$ cat config.mk
export PLATFORM = sky130hd
export DESIGN_NAME = sequence_generator
export DESIGN_NICKNAME = d
export VERILOG_FILES = /design/src/rtl/sequence_generator.sv
export SDC_FILE = /design/constraint.sdc
export NUM_CORES = 1
export LEC_CHECK = 0
export ABC_CLOCK_PERIOD_IN_PS = 7450
export CAP_MARGIN = 20
export CORE_UTILIZATION = 30
export DETAILED_ROUTE_END_ITERATION = 6
export PLACE_DENSITY = 0.59
export RECOVER_POWER = 100
export SYNTH_ARGS = -nofsm -noshare
export SYNTH_HDL_FRONTEND = slang
export SYNTH_SLANG_ARGS = --single-unit
$ cat constraint.sdc
create_clock -name clk -period 7.45 [get_ports clk]
set_input_delay 1.1175 -clock clk [delete_from_list [all_inputs] [get_ports clk]]
set_output_delay 1.1175 -clock clk [all_outputs]
set_load 0.02 [all_outputs]
$ cat src/rtl/sequence_generator.sv
// Serial pattern transmitter: shifts a programmable pattern out MSB-first,
// repeated repeat_n times, and counts overlapping "010" triples it emits.
module sequence_generator #(
  parameter int unsigned MAX_LEN = 16,
  parameter int unsigned LEN_W   = 5,
  parameter int unsigned CNT_W   = 8
) (
  input  logic               clk,
  input  logic               reset,
  input  logic               start,
  input  logic [MAX_LEN-1:0] pattern,
  input  logic [LEN_W-1:0]   len,
  input  logic [CNT_W-1:0]   repeat_n,
  output logic               x,
  output logic               valid,
  output logic               busy,
  output logic               done,
  output logic [CNT_W-1:0]   match_cnt
);

  typedef enum logic [1:0] {StIdle, StShift, StDone} state_e;

  state_e state_q, state_d;

  logic [MAX_LEN-1:0] pat_q, pat_d;
  logic [LEN_W-1:0]   len_q, len_d;
  logic [LEN_W-1:0]   idx_q, idx_d;   // index of the bit currently on x
  logic [CNT_W-1:0]   rep_q, rep_d;   // repetitions left after the current one
  logic [1:0]         hist_q, hist_d; // [1] older, [0] newer emitted bit
  logic [1:0]         hist_n_q, hist_n_d;
  logic               x_q, x_d;
  logic               valid_q, valid_d;
  logic               busy_q, busy_d;
  logic               done_q, done_d;
  logic [CNT_W-1:0]   cnt_q, cnt_d;

  logic [LEN_W-1:0]   len_eff;
  logic               zero_xfer;
  logic               last_bit;
  logic               emit;
  logic               emit_bit;
  logic [MAX_LEN-1:0] sel;

  assign len_eff   = (len > LEN_W'(MAX_LEN)) ? LEN_W'(MAX_LEN) : len;
  assign zero_xfer = (len_eff == '0) || (repeat_n == '0);
  assign last_bit  = (idx_q == '0) && (rep_q == '0);

  // State register
  always_ff @(posedge clk or negedge reset) begin
    if (!reset) begin
      state_q <= StIdle;
    end else begin
      state_q <= state_d;
    end
  end

  // Next-state decode
  always_comb begin
    state_d = state_q;
    unique case (state_q)
      StIdle:  if (start) state_d = zero_xfer ? StDone : StShift;
      StShift: if (last_bit) state_d = StDone;
      StDone:  state_d = StIdle;
      default: state_d = StIdle;
    endcase
  end

  // Next values of the datapath and the registered outputs
  always_comb begin
    pat_d    = pat_q;
    len_d    = len_q;
    idx_d    = idx_q;
    rep_d    = rep_q;
    hist_d   = hist_q;
    hist_n_d = hist_n_q;
    cnt_d    = cnt_q;
    x_d      = 1'b0;
    valid_d  = 1'b0;
    busy_d   = 1'b0;
    done_d   = 1'b0;
    emit     = 1'b0;
    sel      = '0;
    unique case (state_q)
      StIdle: begin
        if (start) begin
          pat_d    = pattern;
          len_d    = len_eff;
          rep_d    = repeat_n - CNT_W'(1);
          cnt_d    = '0;
          hist_d   = '0;
          hist_n_d = '0;
          // A zero-length transfer still shows busy for its single done cycle
          busy_d   = 1'b1;
          if (zero_xfer) begin
            done_d = 1'b1;
          end else begin
            idx_d = len_eff - LEN_W'(1);
            sel   = pattern >> (len_eff - LEN_W'(1));
            emit  = 1'b1;
          end
        end
      end
      StShift: begin
        if (last_bit) begin
          done_d = 1'b1;
        end else begin
          busy_d = 1'b1;
          emit   = 1'b1;
          if (idx_q != '0) begin
            idx_d = idx_q - LEN_W'(1);
            sel   = pat_q >> (idx_q - LEN_W'(1));
          end else begin
            // Back-to-back reload: no gap between repetitions
            idx_d = len_q - LEN_W'(1);
            rep_d = rep_q - CNT_W'(1);
            sel   = pat_q >> (len_q - LEN_W'(1));
          end
        end
      end
      StDone: begin
      end
      default: begin
      end
    endcase
    emit_bit = sel[0];
    if (emit) begin
      x_d     = emit_bit;
      valid_d = 1'b1;
      // Only count once two real bits precede this one since start
      if ((hist_n_d == 2'd2) && (hist_d == 2'b01) && !emit_bit && (cnt_d != '1)) begin
        cnt_d = cnt_d + CNT_W'(1);
      end
      hist_d = {hist_d[0], emit_bit};
      if (hist_n_d != 2'd2) hist_n_d = hist_n_d + 2'd1;
    end
  end

  // Datapath and output registers
  always_ff @(posedge clk or negedge reset) begin
    if (!reset) begin
      pat_q    <= '0;
      len_q    <= '0;
      idx_q    <= '0;
      rep_q    <= '0;
      hist_q   <= '0;
      hist_n_q <= '0;
      cnt_q    <= '0;
      x_q      <= 1'b0;
      valid_q  <= 1'b0;
      busy_q   <= 1'b0;
      done_q   <= 1'b0;
    end else begin
      pat_q    <= pat_d;
      len_q    <= len_d;
      idx_q    <= idx_d;
      rep_q    <= rep_d;
      hist_q   <= hist_d;
      hist_n_q <= hist_n_d;
      cnt_q    <= cnt_d;
      x_q      <= x_d;
      valid_q  <= valid_d;
      busy_q   <= busy_d;
      done_q   <= done_d;
    end
  end

  assign x         = x_q;
  assign valid     = valid_q;
  assign busy      = busy_q;
  assign done      = done_q;
  assign match_cnt = cnt_q;

endmodule

# After elaboration in Yosys (flattened, before gate mapping)
# Cells that the tools add are included.
[totals]
ff_bits = 52
out_inout_bits = 12
word_cells = 92
[op_classes]
addsub = 7
order_cmp = 1
eq_ne = 10
n_shift = 3
muxes = 42
n_reduce_logical = 17
[ops]
columns = ["op", "n"]
rows = [
  ["8-bit 2-to-1 mux", 7],
  ["16-bit by 5-bit >> shifter with 1-bit output", 3],
  ["5-bit 2-to-1 mux", 5],
  ["2-bit 2-to-1 mux", 10],
  ["8-bit zero test", 2],
  ["8-bit one-hot mux with 2 select lines", 1],
  ["8-bit by 1-bit subtractor with 8-bit output (second input constant)", 2],
  ["5-bit by 1-bit subtractor with 5-bit output (second input constant)", 3],
  ["1-bit 2-to-1 mux", 13],
  ["2-bit inequality test (second input constant)", 6],
  ["5-bit zero test", 2],
  ["5-bit one-hot mux with 2 select lines", 1],
  ["8-bit by 1-bit adder with 8-bit output (second input constant)", 1],
  ["8-bit inequality test (second input constant)", 1],
  ["1-bit one-hot mux with 2 select lines", 4],
  ["4-bit AND reduction", 2],
  ["5-bit > comparator (second input constant)", 1],
  ["5-bit nonzero test", 1],
  ["2-bit by 1-bit == test with 1-bit output (second input constant)", 2],
  ["1-bit logical AND", 4],
  ["2-bit one-hot mux with 2 select lines", 1],
  ["2-bit AND reduction", 2],
  ["2-bit by 1-bit adder with 2-bit output (second input constant)", 1],
  ["2-bit == test (second input constant)", 1],
  ["other kinds (4)", 4],
]

# Logic depth before layout (Yosys ltp)
# Gate-level depths: netlist (run 1).
[logic_depth]
ltp_word = 12
depth_mapped = 14
mapped_depth_nobuf = 11

# Least setup slack after synthesis (run 1)
# Ideal clock, no wire load.
[synth_timing]
path_kind = "flip-flop to flip-flop"
start = "reg idx_q[0]"
end = "reg cnt_q[4], in the netlist match_cnt[4]"
t_arrival_ns = 3.126
required_ns = 7.372
path_slack_ns = 4.246
stages_incl_launch_ff = 13
n_path_buf = 2
synth_period_minus_slack_ns = 3.204
path_cell_list = "dfrtp_1 buf_2 nor3_1 a31oi_1 ha_1 clkbuf_1 mux2_2 o2bb2ai_1 nor4bb_1 nor4_1 a211oi_2 or4_1 a21oi_1"
[synth_via]
elab_chain_cells = 10
elab_cells_between_ends = 15
[synth_lines]
columns = ["element", "line", "source"]
rows = [
  ["from (decl)", "27", "logic [LEN_W-1:0] idx_q, idx_d;"],
  ["from (signal assigned)", "155", "idx_q <= idx_d;"],
  ["5-bit by 1-bit subtractor with 5-bit output", "111", "sel = pat_q >> (idx_q - LEN_W'(1));"],
  ["16-bit by 5-bit >> shifter with 1-bit output", "111", ""],
  ["1-bit 2-to-1 mux", "109", "if (idx_q != '0) begin"],
  ["1-bit 2-to-1 mux", "104", "if (last_bit) begin"],
  ["1-bit one-hot mux with 2 select lines", "83", "unique case (state_q)"],
  ["1-bit zero test", "130", "if ((hist_n_d == 2'd2) && (hist_d == 2'b01) && !emit_bit && (cnt_d != '1)) begin"],
  ["1-bit logical AND (2 in series)", "130", ""],
  ["8-bit 2-to-1 mux", "130", ""],
  ["8-bit 2-to-1 mux *", "126", "if (emit) begin"],
  ["named net cnt_d[4]", "35", "logic [CNT_W-1:0] cnt_q, cnt_d;"],
  ["to (signal assigned)", "159", "cnt_q <= cnt_d;"],
  ["to (decl)", "35", ""],
]
# Mark *: on every way through the listed nets, which the timed path passes. The rest lies on a longest branch.
# A chain may end at the register's enable or synchronous reset.

# Worst setup path after layout (run 1)
[layout_timing]
start = "in start"
end = "reg cnt_q[6], in the netlist match_cnt[6]"
[layout_via]
elab_chain_cells = 8
elab_cells_between_ends = 20
[layout_lines]
columns = ["element", "line", "source"]
rows = [
  ["from (decl)", "10", "input logic start,"],
  ["branches (longest 7 deep; another with 8-bit by 1-bit adder with 8-bit output)", "-", ""],
  ["8-bit 2-to-1 mux *", "126", ""],
  ["named net cnt_d[6]", "35", ""],
]
# Mark *: on every way through the listed nets, which the timed path passes.

==> qor.yml, run 1 <==
clock_network:
  clkTransAtPathRegs_ps: 90
  cts_made_buffers: 5
  cts.sinks: 52
  root_buffer: "clkbuf_8"
  clk_latency_ps: 310
  cts-resized-gates: 0
  cts_tree: "done"
  htree_levels: 2
  cts_setup_buffers: 0
  cts_max_path_buffers: 2
  postCtsHoldBufs: 0
sta:
  fin_crit_ps: 4830
  fin_tns_setup_ps: 0
  setup_viol: 0
  hold_viol: 0
  max_freq_ghz: 0.2070
  tightest_slew_ps: 2821
  rsz0062_at_grt: "false"
  slew_violations: 123
  slew_headroom: -0.8804
  skew_ps: 4.311
  finalCritPeriodShare: 0.6484
power:
  combPwrFrac: 0.450
  power_frac_seq: 0.380
  peakVddDrop_mv: 0.09979
  power.clock.fraction: 0.170
  p_sw_frac: 0.4046
  internal-power_w: 0.0007952
  p_switching_w: 0.0005404
  p_per_area_mw_per_mm2: 347.6
  p_leak_nw: 1.645
run_status:
  status: "complete, but fails checks"
  violations: "capacitance limit, slew limit"
placement:
  dp.final_hpwl_um: 6003
  place_congestion: 0.8692
  dpl_cell_area_mm2: 0.003726
  numPortBuffers: 43
finish:
  fin_area_mm2: 0.003842
  final_cell_mix: "91 x nand2_1, 52 x dfrtp_1, 28 x nor2_1, 28 x clkdlybuf4s50_1, 19 x a21oi_1"
  seqCellArea_mm2: 0.001301
  drive_above_1_share: 0.06468
  num-fill-cells: 1044
  syn_to_final_growth_pct: 20.34
  fin_nets: 440
  multi_input_area_mm2: 0.001765
  layout_commonest_cell: "nand2_1"
  n_antenna_cell: 0
worst_setup_path:
  critPathArrivalTime_ps: 5050
  reg2reg_setup_slack_ps: 3030
  critPathMaxStageDelay_ps: 1160
  crit_buf_inv: 3
  crit_required_ps: 7670
  crit_chain: "dlygate4sd3_1 > nand2_1 > clkbuf_1 > nand2_1 > inv_1 > ha_1 > nand4b_1 > a311oi_1 > nand2_1 > or4_1 > a21oi_1"
  cp-start-kind: "input port"
  ff2ff_path_depth: 9
  crit_family: "buffers and inverters"
  crit_type: "in2reg"
  r2r_end: "match_cnt[1]"
  r2r_start: "idx_q[0]"
  cp_slowest_cell: "clkbuf_1"
  critical_path_peak_fanout: 38
  cp-end-kind: "flop"
  cpMostUsedCell: "nand2_1"
yosys:
  synth_nets: 406
  syn-instance-count: 368
  seq_area_frac_synth: 0.4075
  yosys_warnings: 0
  synth_edf_count: 0
  synthesis.area_mm2: 0.003193
  synth_top_flop_cell: "dfrtp_1"
  avgSynthCellArea_um2: 8.677
  ys_ff_latch: 52
  async_flop_share: 1.000
  synth_cell_types: 54
detailed_routing:
  drc: 0
  wl_per_cell_um: 15.42
  vias_per_cell: 5.234
  first_iter_violations: 165
  via_count: 2816
  dr.pass1.iters: 5
  drt-total-wl_um: 8297
  ant_nets: 0
grt:
  grt_pass1_vias: 2730
  grt_first_pass_wirelength_um: 13770
  use_met3: 0.02246
  antenna_found_initial: 0
  track_usage: 0.1554
  grtUsageMet1: 0.2123
  grt.overflow.total: 0
  grt_max_degree: 53
  met2_usage: 0.2535
  grt.busiest_layer: "met2"
hold_path:
  worstHoldStart: "pat_q[7]"
  whs_path_depth: 2
  whs_endpoint: "pat_q[7]"
  hp-class: "reg2reg"
floorplan:
  die_w_um: 105.2
  design.core.area_mm2: 0.01032
  io_pins: 44
  start_util: 0.3093
  row_count: 37
  die_area_mm2: 0.01106
  die_y_um: 105.2
flow_run:
  cap_violations: 4
power groups by stage:
stage | registers [W] | clock network [W] | logic [W]
floorplan | 0.000475 | 0 | 0.000486
global placement | 0.000509 | 0 | 0.000597
detailed placement | 0.000512 | 0 | 0.000613
CTS | 0.000506 | 0.000234 | 0.000615
global route | 0.000526 | 0.000244 | 0.000672
finish | 0.000507 | 0.000227 | 0.000602
flip-flops by register name, indices dropped and copies added, names as in the netlist, 2 cells and up:
name and count:
hist_n_q 2, hist_q 2, idx_q 5, len_q 5, match_cnt 8, pat_q 16
rep_q 8, state_q 2
worst register-to-register path: stages, from the launching register on:
cell	delay (ps)
dfrtp_1	530
nor3_1	450
a31oi_1	150
ha_1	560
mux4_1	370
nor4bb_1	280
nor4_1	90
a211oi_1	1280
nor2b_1	220
mux2_1	380
cell families (layout without fill, tap and decap cells):
kind of cell,count (synthesis),count (layout),synth area share
simple gates,179,179,0.2606
compound gates,75,75,0.1528
flops,52,52,0.4075
buf+inv,27,61,0.03801
mux,25,25,0.1066
fa+ha+maj,6,6,0.02351
xor+xnor,4,4,0.01097
through the flow:
| stage | cells | hold WS [ps] | utilization | setup slack, ps | total power (W) |
|---|---|---|---|---|---|
| 5_1_grt | 538 | 510.0 | 0.3722 | 2217 | 0.001442 |
| 2_1_floorplan | 368 | 440.3 | - | 4246 | 0.0009614 |
| 3_3_place_gp | 531 | 455.2 | 0.3609 | 3545 | 0.001106 |
| 6_report | 538 | 487.2 | 0.3722 | 2620 | 0.001336 |
| 4_1_cts | 538 | 491.9 | 0.3734 | 3545 | 0.001354 |
| 3_5_place_dp | 531 | 467.8 | 0.3609 | 3492 | 0.001125 |
how the worst max path moves through the flow:
stage	start	endpoint	slack [ps]	cells past startpoint
global route	start	match_cnt[6]	2220	11
floorplan	idx_q[0]	match_cnt[4]	4250	12
finish	start	match_cnt[6]	2620	11
detailed placement	start	match_cnt[4]	3490	11
global placement	start	match_cnt[4]	3550	11
CTS	idx_q[0]	match_cnt[1]	3550	9
metal layers:
metal | vias up | part of all wire | wire (um)
li1 | 1376 | - | -
met1 | 1371 | 0.48 | 3982
met2 | 60 | 0.47 | 3913
met3 | 9 | 0.033 | 276
met4 | 0 | 0.015 | 123
met5 | - | 0 | 0
cell type report:
type	instances	area share
Multi-Input combinational cell	289	0.4595
Sequential cell	52	0.3387
Timing Repair Buffer	47	0.1166
Tap cell	136	0.04429
Clock buffer	5	0.01791
Clock inverter	2	0.01563
Inverter	7	0.007489
cells in the mapped netlist (3+ instances only):
library cell,count,area [um2]
and2_1,7,43.79
or3_1,6,37.54
nor2b_1,4,25.02
o21ai_0,15,75.07
nor3_1,11,55.05
dfrtp_1,52,1301
nand2b_1,7,43.79
xor2_1,3,26.28
and3_1,3,18.77
a211oi_1,3,22.52
inv_1,6,22.52
nor4_1,6,37.54
mux4_2,4,90.09
clkbuf_1,16,60.06
a31oi_1,7,43.79
mux2i_1,13,130.1
ha_1,6,75.07
a21oi_1,19,95.09
mux2_2,5,56.30
o2bb2ai_1,3,26.28
o22ai_1,5,31.28
nand4_1,4,25.02
nand2_1,91,341.6
nor2_1,28,105.1
o31ai_1,7,52.55
Power figures use the tool's default switching activity.
==> run 2: changes to the inputs <==
- ABC_CLOCK_PERIOD_IN_PS: 7450 -> 5000
- clock period: 7.45 -> 5 ns (I/O delays scaled with it)
==> run 2 against run 1 <==
Net effect: the run still ends with capacitance limit, slew limit left; flip-flop and latch count did not move; global-route usage rose by 0.095 points; first-iteration DRC count fell by 7.9%; core utilization fell by 0.38 points; via count rose by 0.64%; worst hold slack improved by 14 ps; largest power group unchanged; total power rose by 42%; clock-buffer cell count did not move; critical path depth fell by 3; clock power rose by 3%; sequential share of layout area rose by 0.35 points; non-clock buffer count rose by 1.
==> qor.yml, run 2 (synthesized netlist as in run 1, its figures left out) <==
sta:
  skew_ps: 11.58  # +7.265 ps
  tightest_slew_ps: 2944  # +123.3 ps
  whs_ps: 501.5  # +14.30 ps
  slew_violations: 69  # -44%
  setup_slack_ps: 932.4  # -1687 ps
  finalCritPeriodShare: 0.8135
  rsz0062_at_grt: "false"
  setup_viol: 0  # unchanged
  slew_headroom: -0.9625  # -0.08219
  fin_tns_setup_ps: 0  # unchanged
  max_freq_ghz: 0.2458
  fin_crit_ps: 4068
  hold_viol: 0  # unchanged
clock_network:
  root_buffer: "clkbuf_8"
  clkTransAtPathRegs_ps: 90  # about the same
  cts_made_buffers: 5  # unchanged
  clk_latency_ps: 310  # about the same
  cts_setup_buffers: 0  # unchanged
  cts_tree: "done"
  postCtsHoldBufs: 0  # unchanged
  cts-resized-gates: 0  # unchanged
  cts_max_path_buffers: 2  # unchanged
  htree_levels: 2  # unchanged
  cts.sinks: 52  # unchanged
power:
  p_leak_nw: 1.623  # -1.3%
  peakVddDrop_mv: 0.1877  # +88%
  p_per_area_mw_per_mm2: 498.7  # +43%
worst_setup_path:
  cp-end-kind: "flop"
  cp-start-kind: "input port"
  critPathArrivalTime_ps: 4290  # -760 ps
  crit_required_ps: 5220  # -2450 ps
  critical_path_peak_fanout: 34  # -11%
  crit_type: "in2reg"
placement:
  dp.final_hpwl_um: 6181  # +3.0%
  dp_slack_ps: 1114  # -2379 ps
  placed_cells: 532  # +0.19%
  numPortBuffers: 43  # unchanged
  place_congestion: 0.8938  # +2.8%
finish:
  largest_reg_flops: 16  # unchanged
  regMostFlops: "pat_q"
  n_antenna_cell: 0  # unchanged
  drive_above_1_share: 0.06700  # +0.002321
  fin_nets: 441  # +0.23%
  fin_util: 0.3684  # -0.003757
  layout_commonest_cell: "nand2_1"
  final_cell_mix: "91 x nand2_1, 52 x dfrtp_1, 28 x nor2_1, 28 x clkdlybuf4s50_1, 19 x a21oi_1"
  syn_to_final_growth_pct: 19.12
  fin_cells: 539  # +0.19%
floorplan:
  start_util: 0.3093  # unchanged
  die_w_um: 105.2  # unchanged
  io_pins: 44  # unchanged
  row_count: 37  # unchanged
  design.core.area_mm2: 0.01032  # unchanged
  die_area_mm2: 0.01106  # unchanged
  die_y_um: 105.2  # unchanged
run_status:
  status: "complete, but fails checks"
  violations: "capacitance limit, slew limit"
grt:
  grt_first_pass_wirelength_um: 13730  # -0.30%
  grt_pass1_vias: 2806  # +2.8%
  grt.overflow.total: 0  # unchanged
  grt_max_degree: 53  # unchanged
  track_usage: 0.1564  # +0.0009499
  antenna_found_initial: 0  # unchanged
detailed_routing:
  ant_nets: 0  # unchanged
  drt-total-wl_um: 8344  # +0.57%
  first_iter_violations: 152  # -7.9%
  wl_per_cell_um: 15.48  # +0.38%
  dr.pass1.iters: 4  # -1
  drc: 0  # unchanged
  vias_per_cell: 5.258  # +0.45%
  via_count: 2834  # +0.64%
flow_run:
  cap_violations: 2  # -2
hold_path:
  hp-class: "reg2reg"
## run 2: cell types whose count changed in the layout (fill, tap and decap cells not counted), sizes merged
cell      change
clkinv        +1
bufinv        -2
clkinvlp      +1
clkbuf        +1
## run 2: critical path, cell delays in order
cell           delay (ps)
dlygate4sd3_1         560
nand2_1               170
clkbuf_1             1080
nand4b_1              260
a311oi_1              620
nand2_1               250
or4_1                 440
a21oi_1               160
## run 2: per-stage QoR
step                      power, W  area [um2]
after floorplan           0.001432        3193
after global placement    0.001649        3734
after detailed placement  0.001675        3734
after CTS                 0.001916        3815
after global routing      0.002061        3804
final                     0.001897        3804
## run 2: where the power goes
group | leakage (nW) | internal (W) | total (W) | switching [W]
combinational | 0.934 | 0.000406 | 0.000896 | 0.000490
clock | 0.0400 | 0.0000951 | 0.000234 | 0.000139
sequential | 0.649 | 0.000584 | 0.000767 | 0.000182
total | 1.62 | 0.00109 | 0.00190 | 0.000812
## run 2: final timing paths
check                              start            to  slack, ps  cells after the start
max in group asynchronous          reset     pat_q[11]       1850                      2
worst min-delay path            pat_q[3]      pat_q[3]        500                      2
worst max register to register  idx_q[0]  match_cnt[1]       1250                      9
min in group asynchronous          reset      rep_q[0]       1490                      2
worst min register to register  pat_q[3]      pat_q[3]        500                      2
worst max-delay path               start  match_cnt[4]        930                      8
## run 2: layout make-up
class / count / area (um2)
fillers: 1028 / 6520
multi-input cells: 289 / 1770
flip-flops and latches: 52 / 1301
repair buffers: 48 / 451.7
well taps: 136 / 170.2
clock buffers: 5 / 68.82
inverters: 7 / 28.78
clock inverters: 2 / 12.51
## run 2: routing by layer
layer  vias to the layer above  track usage  wire length [um]
met5                         -            0                 0
met4                         0      0.06338               237
met3                        17      0.02682               339
met2                        71       0.2663              3975
met1                      1374       0.1960              3792
li1                       1372            -                 -
